<file path="src/rtl/xeng_win_sched.sv">
// xeng_win_sched
// Schedules one window at a time out of an upstream window buffer into the
// X-engine. When enabled and a full window is waiting, it emits a sync slot and
// then reads WIN_LEN samples back-to-back. It acknowledges the buffer on the last
// read and then idles for GAP_CYCLES cycles. The sync, valid and mcnt outputs are
// delayed by RD_LATENCY so they line up with the data from the buffer.
//
// Ports
//   clk_i        clock, rising edge
//   rst_i        synchronous active-high reset
//   en_i         scheduler enable, sampled only in IDLE
//   buf_rdy_i    upstream holds a complete window
//   buf_mcnt_i   mcnt of the upstream window, latched in SYNC
//   buf_ack_o    one-cycle pulse on the last read of a window
//   rd_en_o      buffer read enable
//   rd_addr_o    buffer read address, 0 outside RUN
//   xeng_sync_o  sync pulse, one cycle ahead of the first valid sample
//   xeng_vld_o   window valid, WIN_LEN cycles per window
//   xeng_mcnt_o  mcnt of the window being issued
//   busy_o       scheduler is not in IDLE
//   win_count_o  completed windows, wraps at 2^32
module xeng_win_sched #(
  parameter int SERIAL_ACC_LEN_BITS = 7,
  parameter int N_ANTS              = 64,
  parameter int MCNT_WIDTH          = 48,
  parameter int RD_LATENCY          = 2,
  parameter int GAP_CYCLES          = N_ANTS/2+1,
  localparam int WIN_LEN            = N_ANTS * (2**SERIAL_ACC_LEN_BITS),
  localparam int ADDR_W             = $clog2(WIN_LEN)
) (
  input  logic                  clk_i,
  input  logic                  rst_i,
  input  logic                  en_i,
  input  logic                  buf_rdy_i,
  input  logic [MCNT_WIDTH-1:0] buf_mcnt_i,
  output logic                  buf_ack_o,
  output logic                  rd_en_o,
  output logic [ADDR_W-1:0]     rd_addr_o,
  output logic                  xeng_sync_o,
  output logic                  xeng_vld_o,
  output logic [MCNT_WIDTH-1:0] xeng_mcnt_o,
  output logic                  busy_o,
  output logic [31:0]           win_count_o
);

  localparam int GAP_W = $clog2(GAP_CYCLES+1);
  localparam logic [ADDR_W-1:0] LAST_ADDR = ADDR_W'(WIN_LEN-1);
  // buf_ack is registered, so it is raised one address ahead of the last one
  // (assumes WIN_LEN >= 2).
  localparam logic [ADDR_W-1:0] PRE_ADDR  = ADDR_W'(WIN_LEN-2);
  localparam logic [GAP_W-1:0]  GAP_LAST  = GAP_W'(GAP_CYCLES-1);

  typedef enum logic [1:0] {IDLE, SYNC, RUN, GAP} state_e;

  state_e                  state_q;
  logic                    rd_en_q;
  logic [ADDR_W-1:0]       rd_addr_q;
  logic                    buf_ack_q;
  logic                    busy_q;
  logic [GAP_W-1:0]        gap_cnt_q;
  logic [MCNT_WIDTH-1:0]   mcnt_q;

  // Scheduler FSM; every output it drives is a register.
  always_ff @(posedge clk_i) begin
    if (rst_i) begin
      state_q   <= IDLE;
      rd_en_q   <= 1'b0;
      rd_addr_q <= '0;
      buf_ack_q <= 1'b0;
      busy_q    <= 1'b0;
      gap_cnt_q <= '0;
      mcnt_q    <= '0;
    end else begin
      buf_ack_q <= 1'b0;
      case (state_q)
        IDLE: begin
          if (en_i && buf_rdy_i) begin
            state_q <= SYNC;
            busy_q  <= 1'b1;
          end
        end
        SYNC: begin
          mcnt_q    <= buf_mcnt_i;
          state_q   <= RUN;
          rd_en_q   <= 1'b1;
          rd_addr_q <= '0;
        end
        RUN: begin
          buf_ack_q <= (rd_addr_q == PRE_ADDR);
          if (rd_addr_q == LAST_ADDR) begin
            state_q   <= GAP;
            rd_en_q   <= 1'b0;
            rd_addr_q <= '0;
            gap_cnt_q <= '0;
          end else begin
            rd_addr_q <= rd_addr_q + 1'b1;
          end
        end
        GAP: begin
          if (gap_cnt_q == GAP_LAST) begin
            state_q <= IDLE;
            busy_q  <= 1'b0;
          end else begin
            gap_cnt_q <= gap_cnt_q + 1'b1;
          end
        end
        default: state_q <= IDLE;
      endcase
    end
  end

  // Delay lines that match the buffer read latency. Tap 0 is the undelayed
  // signal, and tap RD_LATENCY is what leaves the block.
  logic                  sync_now;
  logic [RD_LATENCY-1:0] sync_dly_q, vld_dly_q;
  logic [RD_LATENCY:0]   sync_tap, vld_tap;
  logic [MCNT_WIDTH-1:0] xeng_mcnt_q;
  logic [31:0]           win_count_q;

  assign sync_now = (state_q == SYNC);
  assign sync_tap = {sync_dly_q, sync_now};
  assign vld_tap  = {vld_dly_q, rd_en_q};

  always_ff @(posedge clk_i) begin
    if (rst_i) begin
      sync_dly_q  <= '0;
      vld_dly_q   <= '0;
      xeng_mcnt_q <= '0;
      win_count_q <= '0;
    end else begin
      sync_dly_q <= sync_tap[RD_LATENCY-1:0];
      vld_dly_q  <= vld_tap[RD_LATENCY-1:0];
      // Load one stage before the sync leaves the block, so the mcnt changes
      // together with the sync. With a latency of 1 that stage is SYNC itself,
      // and mcnt_q is not loaded yet, so take the input directly.
      if (sync_tap[RD_LATENCY-1])
        xeng_mcnt_q <= sync_now ? buf_mcnt_i : mcnt_q;
      // Count on the last valid sample, which is the cycle before xeng_vld falls.
      if (vld_tap[RD_LATENCY] && !vld_tap[RD_LATENCY-1])
        win_count_q <= win_count_q + 32'd1;
    end
  end

  assign buf_ack_o   = buf_ack_q;
  assign rd_en_o     = rd_en_q;
  assign rd_addr_o   = rd_addr_q;
  assign busy_o      = busy_q;
  assign xeng_sync_o = sync_tap[RD_LATENCY];
  assign xeng_vld_o  = vld_tap[RD_LATENCY];
  assign xeng_mcnt_o = xeng_mcnt_q;
  assign win_count_o = win_count_q;

endmodule

</file>
<file path="config.mk">
export PLATFORM = sky130hd
export DESIGN_NAME = xeng_win_sched
export DESIGN_NICKNAME = d
export VERILOG_FILES = /design/src/rtl/xeng_win_sched.sv
export SDC_FILE = /design/constraint.sdc
export NUM_CORES = 1
export LEC_CHECK = 0
export ABC_AREA = 1
export CAP_MARGIN = 20
export CORE_ASPECT_RATIO = 1.1
export CORE_MARGIN = 2
export CORE_UTILIZATION = 40
export DETAILED_ROUTE_END_ITERATION = 6
export DONT_BUFFER_PORTS = 1
export SETUP_SLACK_MARGIN = 0.3
export SLEW_MARGIN = 5
export SYNTH_ARGS = -nofsm -noshare
export SYNTH_HDL_FRONTEND = slang
export SYNTH_SLANG_ARGS = --single-unit
</file>
<file path="constraint.sdc">
create_clock -name clk_i -period 3.7 [get_ports clk_i]
set_input_delay 0.74 -clock clk_i [delete_from_list [all_inputs] [get_ports clk_i]]
set_output_delay 0.74 -clock clk_i [all_outputs]
set_load 0.05 [all_outputs]
</file>
Word-level counts from Yosys, hierarchy flattened --
Index checks and enable logic that the tools add are counted.
Cells by class: mux-type cells 15, bitwise logic cells 1, equal/unequal tests 10, add/subtract/negate cells 3, reductions and logical operators 12, shift operators 0, multiply operators 0, divide/modulo/power cells 0, magnitude comparators 0
Operator list (count):
- 2-to-1 mux 48 bit | 1
- adder 32 x 1 -> 32 bit, second input constant | 1
- == test 13 bit, second input constant | 2
- case mux 13 bit (2 select lines) | 1
- adder 13 x 1 -> 13 bit, second input constant | 1
- 2-to-1 mux 13 bit | 1
- 2-to-1 mux 6 bit | 2
- case mux 6 bit (2 select lines) | 1
- AND reduction 3 bit | 3
- != test 2 bit, second input constant | 4
- case mux 2 bit (4 select lines) | 1
- adder 6 x 1 -> 6 bit, second input constant | 1
- == test 6 bit, second input constant | 1
- 2-to-1 mux 2 bit | 3
- nonzero test 2 bit | 3
- == test 2 bit, second input constant | 2
- case mux 1 bit (2 select lines) | 2
- 2-to-1 mux 1 bit | 3
- == test 2 x 1 -> 1 bit, second input constant | 1
- logical AND 1 bit | 2
- logical NOT 2 bit | 1
- AND reduction 2 bit | 1
- OR reduction 2 bit | 1
- logical NOT 1 bit | 1
- inverter 1 bit | 1
Storage, ports and cells: bits in latches 0, output and inout port bits 98, logic and storage cells 52, bits in registers 156, bits in writable memories 0, input port bits 52, memories kept 0, memory bits (read-only) 0

Depth between registers and ports, before layout --
Gate-level depths: netlist of the first run.
depth after elaboration 3, depth in mapped cells 10, depth with buffers taken out 10

Least setup slack after synthesis of the first run --
OpenSTA, ideal clock, no wires.
path type register to register, start point reg win_count_q[0], in the netlist win_count_o[0], end point reg win_count_q[14], in the netlist win_count_o[14], data required time 3569 ps, stages on the path, launching flop included 8, arrival time 1665 ps, library setup time 131 ps, period minus slack after synthesis 1796 ps, buffers on the path 0, path slack 1904 ps, cells stage by stage dfxtp_1 ha_1 nand3_2 nor2_4 nand2_4 nor2_4 nand2_1 nor3b_2
Between the ends: word-level cells in the longest chain between the ends 1
RTL lines:
- start: declaration | RTL line 118 | logic [31:0] win_count_q;
- start signal: assignment | RTL line 140 | win_count_q <= win_count_q + 32'd1;
- adder 32 x 1 -> 32 bit | RTL line 140
No other way between the ends. A chain may end at the register's enable or synchronous reset.

Worst setup path in the final report of the first run --
start point reg rd_addr_q[1], in the netlist rd_addr_o[1], end point reg rd_addr_q[9], in the netlist rd_addr_o[9]
Between the ends: word-level cells in the longest chain between the ends 3, elaborated cells between the ends (all ways) 4, classes of those cells add/sub: 1; eq/ne: 1; mux: 2
RTL lines:
- start: declaration | RTL line 57 | logic [ADDR_W-1:0] rd_addr_q;
- start signal: assignment | RTL line 96 | rd_addr_q <= rd_addr_q + 1'b1;
- adder 13 x 1 -> 13 bit or == test 13 bit (tied branches) | RTL line 96, 90
- 2-to-1 mux 13 bit (*) | RTL line 90 | if (rd_addr_q == LAST_ADDR) begin
- case mux 13 bit (2 select lines) (*) | RTL line 75 | case (state_q)
Every way passes the cells marked *; elsewhere a longest branch is shown, timed or not.

==> key figures, run 1 <==
Run status
  • Status: finished, final reports clean

Cells and area
  • FF/Latch Area: 3130 µm²
  • Fin nets: 872
  • Multi-input logic area: 3030 µm²
  • Fill cells: 1619
  • P&R area growth vs syn: 10.0%
  • N_diodes: 0
  • Number of non-filler instances in the completed layout: 1025
  • Design Area, Final: 7370 µm²
  • Share of layout cells above drive strength 1: 0.0914

Timing
  • Setup tns final: 0 ps
  • Hold_ws: 392 ps
  • Slew Limit Fails: 0
  • Pin slew with the least headroom to its limit: 999 ps
  • Setup-failing EPs final: 0
  • Tcrit/Tclk final: 0.556
  • Fin. Hold Viols: 0
  • Min Tclk post-route: 2060 ps
  • Slew headroom: 0.334
  • Fmax: 0.486 GHz
  • RSZ-0062 raised after global routing: no
  • Clock Skews: 7.25 ps

Setup path
  • CP arrival: 2360 ps
  • CP delay by family, top: simple AND/OR/NAND/NOR gates
  • Worst Setup End Kind: flop
  • Buffers and inverters on the worst path: 0
  • Crit-path cells: ha_1 > nand3_1 > nor2_4 > nand2_2 > nand2_2 > nand2_1 > nand2_2 > nor2_1
  • Critical Path Max Stage Delay: 710 ps
  • Worst endpoint required time: 4000 ps
  • Worst Setup Start Kind: flop
  • Slowest-stage cell, CP: dfxtp_1
  • CP max FO: 13
  • Worst setup path class: flop to flop
  • Crit-path most repeated cell: nand2_2

Synthesis
  • Syn Inst Count: 824
  • Post-synthesis cell area: 6700 µm²
  • Synthesis warning total: 0
  • Post-synthesis sequential area ratio: 0.466
  • Synthesized net count: 886
  • Synth unique cells: 39
  • Synth Area per Inst: 8.13 µm²
  • Yosys reg bits: 156

Routing
  • ANT nets after route: 0
  • Total Wirelength: 14.9 mm
  • DR iter-0 viols: 270
  • Vias: 5022
  • Drt drc: 0
  • Pre-Repair DR Iteration Count: 4
  • DR vias/cell: 4.90
  • Wire per inst: 14.5 µm

Clock tree
  • TritonCTS clock tree: yes
  • TritonCTS Buffers: 17
  • Hold_buf cts: 0
  • Clock Latency Late Sink: 410 ps
  • Reg clk slew, reported paths: 60 ps
  • CTS Buffer Depth: 2
  • # Post-CTS Setup Buffers: 0
  • # clock sinks: 156
  • Resize count post-CTS: 0
  • H-tree levels: 4
  • Root buf cell: clkbuf_16

Die
  • Die Height: 140 µm
  • Starting Density: 0.409
  • Row count: 49
  • Top Ports: 150
  • Die X: 127 µm
  • Core footprint: 16400 µm²
  • Die Area: 17800 µm²

Worst hold path
  • HP Class: primary input to flop

Power
  • P per Cell Area: 696 nW/µm²
  • Worst vdd ir: 0.312 mV
  • Cell internal pwr: 3330 µW
  • Combinational fraction of design power: 0.165
  • Leakage: 0.00310 µW
  • Sw Share: 0.351
  • Tot Pwr: 5130 µW
  • Clk pwr share: 0.327
  • Sequential share of power: 0.508
  • Psw: 1800 µW

Place
  • Buffers on Ports: 0
  • Cell Area, Placed: 6810 µm²
  • Placed insts: 995
  • RD Place Congestion: 0.803
  • DPL Wire Length: 10.1 mm

Global routing
  • Vias in the first global route: 4804
  • Total GRT Usage: 0.173
  • First-pass GRT wire length: 24.8 mm
  • Initial antenna violation count: 0
  • Largest net degree at the start of global routing: 98
  • Global route total overflow: 0

Run
  • Max-cap violations: 0
-- worst reg2reg max path, cell delays in order (launching register included) --
cell and delay (ps):
dfxtp_1 710, ha_1 280, nand3_1 120, nor2_4 170, nand2_2 60, nand2_2 190, nand2_1 90, nand2_2 220
nor2_1 90
-- path summary, 6_finish.rpt --
path | depth (start not counted) | slack (ps) | from | to
min | 1 | 390 | rst_i | win_count_o[2]
min reg2reg | 2 | 470 | vld_dly_q[0] | vld_dly_q[1]
max | 8 | 1640 | rd_addr_o[1] | rd_addr_o[9]
max reg2reg | 8 | 1640 | rd_addr_o[1] | rd_addr_o[9]
-- layout make-up --
cell class | instances | area share
sequential | 156 | 0.424
multi-input combinational | 530 | 0.411
clock buffer | 23 | 0.0635
inverter | 103 | 0.0525
tap | 204 | 0.0346
clock inverter | 7 | 0.0124
timing repair buffer | 2 | 0.00204
-- routing by layer --
layer | wire length (µm) | vias up | GRT usage
li1 | - | 2630 | -
met4 | 320 | 0 | 0.0688
met1 | 6660 | 2237 | 0.218
met3 | 1130 | 24 | 0.0607
met5 | 0 | - | 0
met2 | 6770 | 131 | 0.270
-- flip-flops by register name (all words and copies together) (netlist names) --
| signal | cells |
|---|---|
| sync_dly_q | 2 |
| state_q | 2 |
| gap_cnt_q | 6 |
| xeng_mcnt_o | 48 |
| rd_en_o | 1 |
| vld_dly_q | 2 |
| win_count_o | 32 |
| busy_o | 1 |
| mcnt_q | 48 |
| rd_addr_o | 13 |
| buf_ack_o | 1 |
-- cell usage after synthesis --
cell type  count  area share
inv_1         98       0.055
buf_6          4      0.0067
nor2_1       128       0.072
nor3_2         1      0.0015
o21a_1         3      0.0034
nand3_4        1      0.0026
mux2i_1       48       0.072
nand2_1      146       0.082
buf_2         11      0.0082
nand3b_1       1      0.0011
a31oi_1        1     0.00093
ha_1          10       0.019
nor2_8         1      0.0030
inv_2          4      0.0022
nor3b_1        1      0.0011
o211ai_1      48       0.054
nor3b_2        1      0.0019
nand3_1       33       0.025
nand4_1       15       0.014
buf_1          4      0.0022
clkinv_1       1     0.00056
o21ai_1        1     0.00075
nor2_4        11       0.018
nand3_2        6      0.0090
dfxtp_1      156        0.47
clkbuf_1      16      0.0090
o21bai_1       3      0.0034
a21boi_2       1      0.0017
nand2_2        9      0.0084
nand2_4        3      0.0050
nor2_2         4      0.0037
and2_2         1      0.0011
o21ai_0       11      0.0082
and3_1         1     0.00093
a21oi_2        1      0.0013
nor3_1         4      0.0030
a21oi_1       25       0.019
xnor2_1        2      0.0026
xor2_1         9       0.012
-- cells in the final DEF (no fill, tap or decap), types with 9 or more instances in the layout --
cell,count
dfxtp_1,155
nand2_1,146
nor2_1,128
inv_1,98
mux2i_1,48
o211ai_1,48
nand3_1,33
a21oi_1,25
clkbuf_16,17
nand4_1,15
nor2_4,11
o21ai_0,11
nand2_2,9
xor2_1,9
ha_1,9
-- power by group through the flow --
stage / Clock [µW] / Sequential (µW) / Combinational [µW]
floorplan: 0 / 2510 / 824
global placement: 0 / 2640 / 845
detailed placement: 0 / 2640 / 862
CTS: 1720 / 2610 / 861
global route: 1790 / 2640 / 974
finish: 1670 / 2610 / 846
-- metrics by stage --
step                      setup slack (ps)  utilization
final                                 1640        0.450
after CTS                             1620        0.450
after global placement                1650        0.416
after floorplan                       1900            -
after detailed placement              1620        0.416
after global routing                  1460        0.450
-- cell families after synthesis --
| kind of cell | after synthesis | synth area share |
|---|---|---|
| flops | 156 | 0.466 |
| mux | 48 | 0.0717 |
| buf+inv | 138 | 0.0839 |
| compound gates | 94 | 0.0921 |
| fa+ha+maj | 10 | 0.0187 |
| simple gates | 367 | 0.253 |
| xor+xnor | 11 | 0.0144 |
No activity file was read; power rests on OpenSTA's default activity.
==> run 2, diff against run 1 <==
clock period = 1.95 ns   (was 3.7 ns; I/O delays follow)
==> key figures, run 2 (same netlist as run 1, synthesis figures left out) <==
Clock tree
  • Clock Latency Late Sink: 420 ps (was 410 ps)
  • # clock sinks: 156 (unchanged)
  • TritonCTS clock tree: yes (unchanged)
  • TritonCTS Buffers: 17 (unchanged)
  • Reg clk slew, reported paths: 60 ps (about the same)
  • CTS Buffer Depth: 2 (unchanged)
  • Root buf cell: clkbuf_16 (unchanged)
  • H-tree levels: 4 (unchanged)
  • Hold_buf cts: 0 (unchanged)

Power
  • P per Cell Area: 1280 nW/µm² (was 696 nW/µm²)
  • Cell internal pwr: 6720 µW (was 3330 µW)
  • Sw Share: 0.338 (was 0.351)
  • Clk pwr share: 0.337 (was 0.327)
  • Leakage: 0.00344 µW (was 0.00310 µW)
  • Combinational fraction of design power: 0.192 (was 0.165)
  • Psw: 3440 µW (was 1800 µW)
  • Worst vdd ir: 0.730 mV (was 0.312 mV)
  • Sequential share of power: 0.471 (was 0.508)

Global routing
  • First-pass GRT wire length: 25.4 mm (was 24.8 mm)
  • Vias in the first global route: 5159 (was 4804)
  • Global route total overflow: 0 (unchanged)
  • Largest net degree at the start of global routing: 67 (was 98)
  • Initial antenna violation count: 0 (unchanged)
  • Total GRT Usage: 0.177 (was 0.173)

Place
  • Buffers on Ports: 0 (unchanged)
  • DPL Wire Length: 10.7 mm (was 10.1 mm)
  • Cell Area, Placed: 7240 µm² (was 6810 µm²)
  • RD Place Congestion: 0.812 (was 0.803)

Die
  • Top Ports: 150 (unchanged)
  • Die Area: 17800 µm² (unchanged)
  • Row count: 49 (unchanged)
  • Core footprint: 16400 µm² (unchanged)
  • Die Height: 140 µm (unchanged)
  • Starting Density: 0.409 (unchanged)
  • Die X: 127 µm (unchanged)

Setup path
  • Worst Setup Start Kind: flop (unchanged)
  • CP max FO: 23 (was 13)
  • Worst endpoint required time: 2250 ps (was 4000 ps)
  • Cells on worst reg2reg path: 7 (was 8)
  • CP arrival: 1830 ps (was 2360 ps)
  • Worst Setup End Kind: flop (unchanged)
  • Worst setup path class: flop to flop (unchanged)

Worst hold path
  • Worst hold stages: 1 (unchanged)
  • HP Class: primary input to flop (unchanged)

Timing
  • Fin. Hold Viols: 0 (unchanged)
  • Min Tclk post-route: 1530 ps (was 2060 ps)
  • Setup tns final: 0 ps (unchanged)
  • RSZ-0062 raised after global routing: yes (was no)
  • Clock Skews: 14.4 ps (was 7.25 ps)
  • Tcrit/Tclk final: 0.783 (was 0.556)
  • Pin slew with the least headroom to its limit: 577 ps (was 999 ps)
  • Setup-failing EPs final: 0 (unchanged)
  • Slew headroom: 0.615 (was 0.334)
  • Slew Limit Fails: 0 (unchanged)
  • Fmax: 0.655 GHz (was 0.486 GHz)

Cells and area
  • N_diodes: 0 (unchanged)
  • Design Area, Final: 7910 µm² (was 7370 µm²)
  • Fill cells: 1627 (was 1619)
  • Final core utilization: 0.483 (was 0.450)
  • P&R area growth vs syn: 18.0% (was 10.0%)
  • Commonest non-fill, non-tap cell in the layout: dfxtp_1 (unchanged)
  • Commonest cells after routing, fill and taps aside: dfxtp_1, nand2_1, nor2_1 (unchanged)
  • Multi-input logic area: 3050 µm² (was 3030 µm²)
  • Fin nets: 925 (was 872)
  • FF/Latch Area: 3130 µm² (about the same)
  • Share of layout cells above drive strength 1: 0.153 (was 0.0914)

Routing
  • Wire per inst: 14.1 µm (was 14.5 µm)
  • Vias: 5215 (was 5022)
  • DR vias/cell: 4.83 (was 4.90)
  • Total Wirelength: 15.2 mm (was 14.9 mm)
  • Pre-Repair DR Iteration Count: 4 (unchanged)
  • Drt drc: 0 (unchanged)
  • DR iter-0 viols: 188 (was 270)
  • ANT nets after route: 0 (unchanged)

Run status
  • Status: finished, final reports clean (unchanged)

Run
  • Max-cap violations: 0 (unchanged)
-- run 2: through the flow --
stage	std cells	hold WS, ps	total power [µW]	setup slack (ps)
2_1_floorplan	824	433	6340	295
3_3_place_gp	1045	444	6730	326
3_5_place_dp	1045	450	6770	284
4_1_cts	1078	16.3	10200	333
5_1_grt	1079	12.2	10700	261
6_report	1079	51.2	10200	422
-- run 2: area by class of cell --
cell class	instances	share of cell area
Sequential cell	156	0.396
Multi-Input combinational cell	530	0.386
Clock buffer	26	0.0646
Timing Repair Buffer	55	0.0586
Inverter	103	0.0489
Tap cell	204	0.0323
Clock inverter	5	0.0131
-- run 2: worst paths after layout --
path                            slack [ps]         start               to
worst max-delay path                   420    state_q[1]  xeng_mcnt_o[29]
worst min-delay path                    50         rst_i     gap_cnt_q[1]
worst max register to register         420    state_q[1]  xeng_mcnt_o[29]
worst min register to register         450  vld_dly_q[0]     vld_dly_q[1]
-- run 2: per-layer routing --
metal,GRT usage,part of all wire,up-vias
met2,0.297,0.47,123
met5,0,0,-
met4,0.0706,0.021,0
met3,0.0623,0.070,20
li1,-,-,2721
met1,0.207,0.44,2351
-- run 2: power by group through the flow --
stage / sequential, µW / combinational, µW / clock, µW
6_report: 4780 / 1950 / 3420
5_1_grt: 4840 / 2250 / 3650
4_1_cts: 4780 / 1950 / 3500
3_5_place_dp: 4850 / 1920 / 0
3_3_place_gp: 4840 / 1890 / 0
2_1_floorplan: 4770 / 1560 / 0
-- run 2: repair_timing --
action / in CTS / in global routing
endpoints found under the setup margin: 4 / 14
resized for setup: 1 / 4
setup buffers: 2 / 1
pin swaps: 0 / 1
-- run 2: worst max-delay path, cell delays in order, from the launching register on --
cell      delay [ps]
dfxtp_1          330
inv_1            180
ha_4             220
buf_12           210
mux2i_1          240
nand2_1           80
o211ai_1          90
inv_1             60
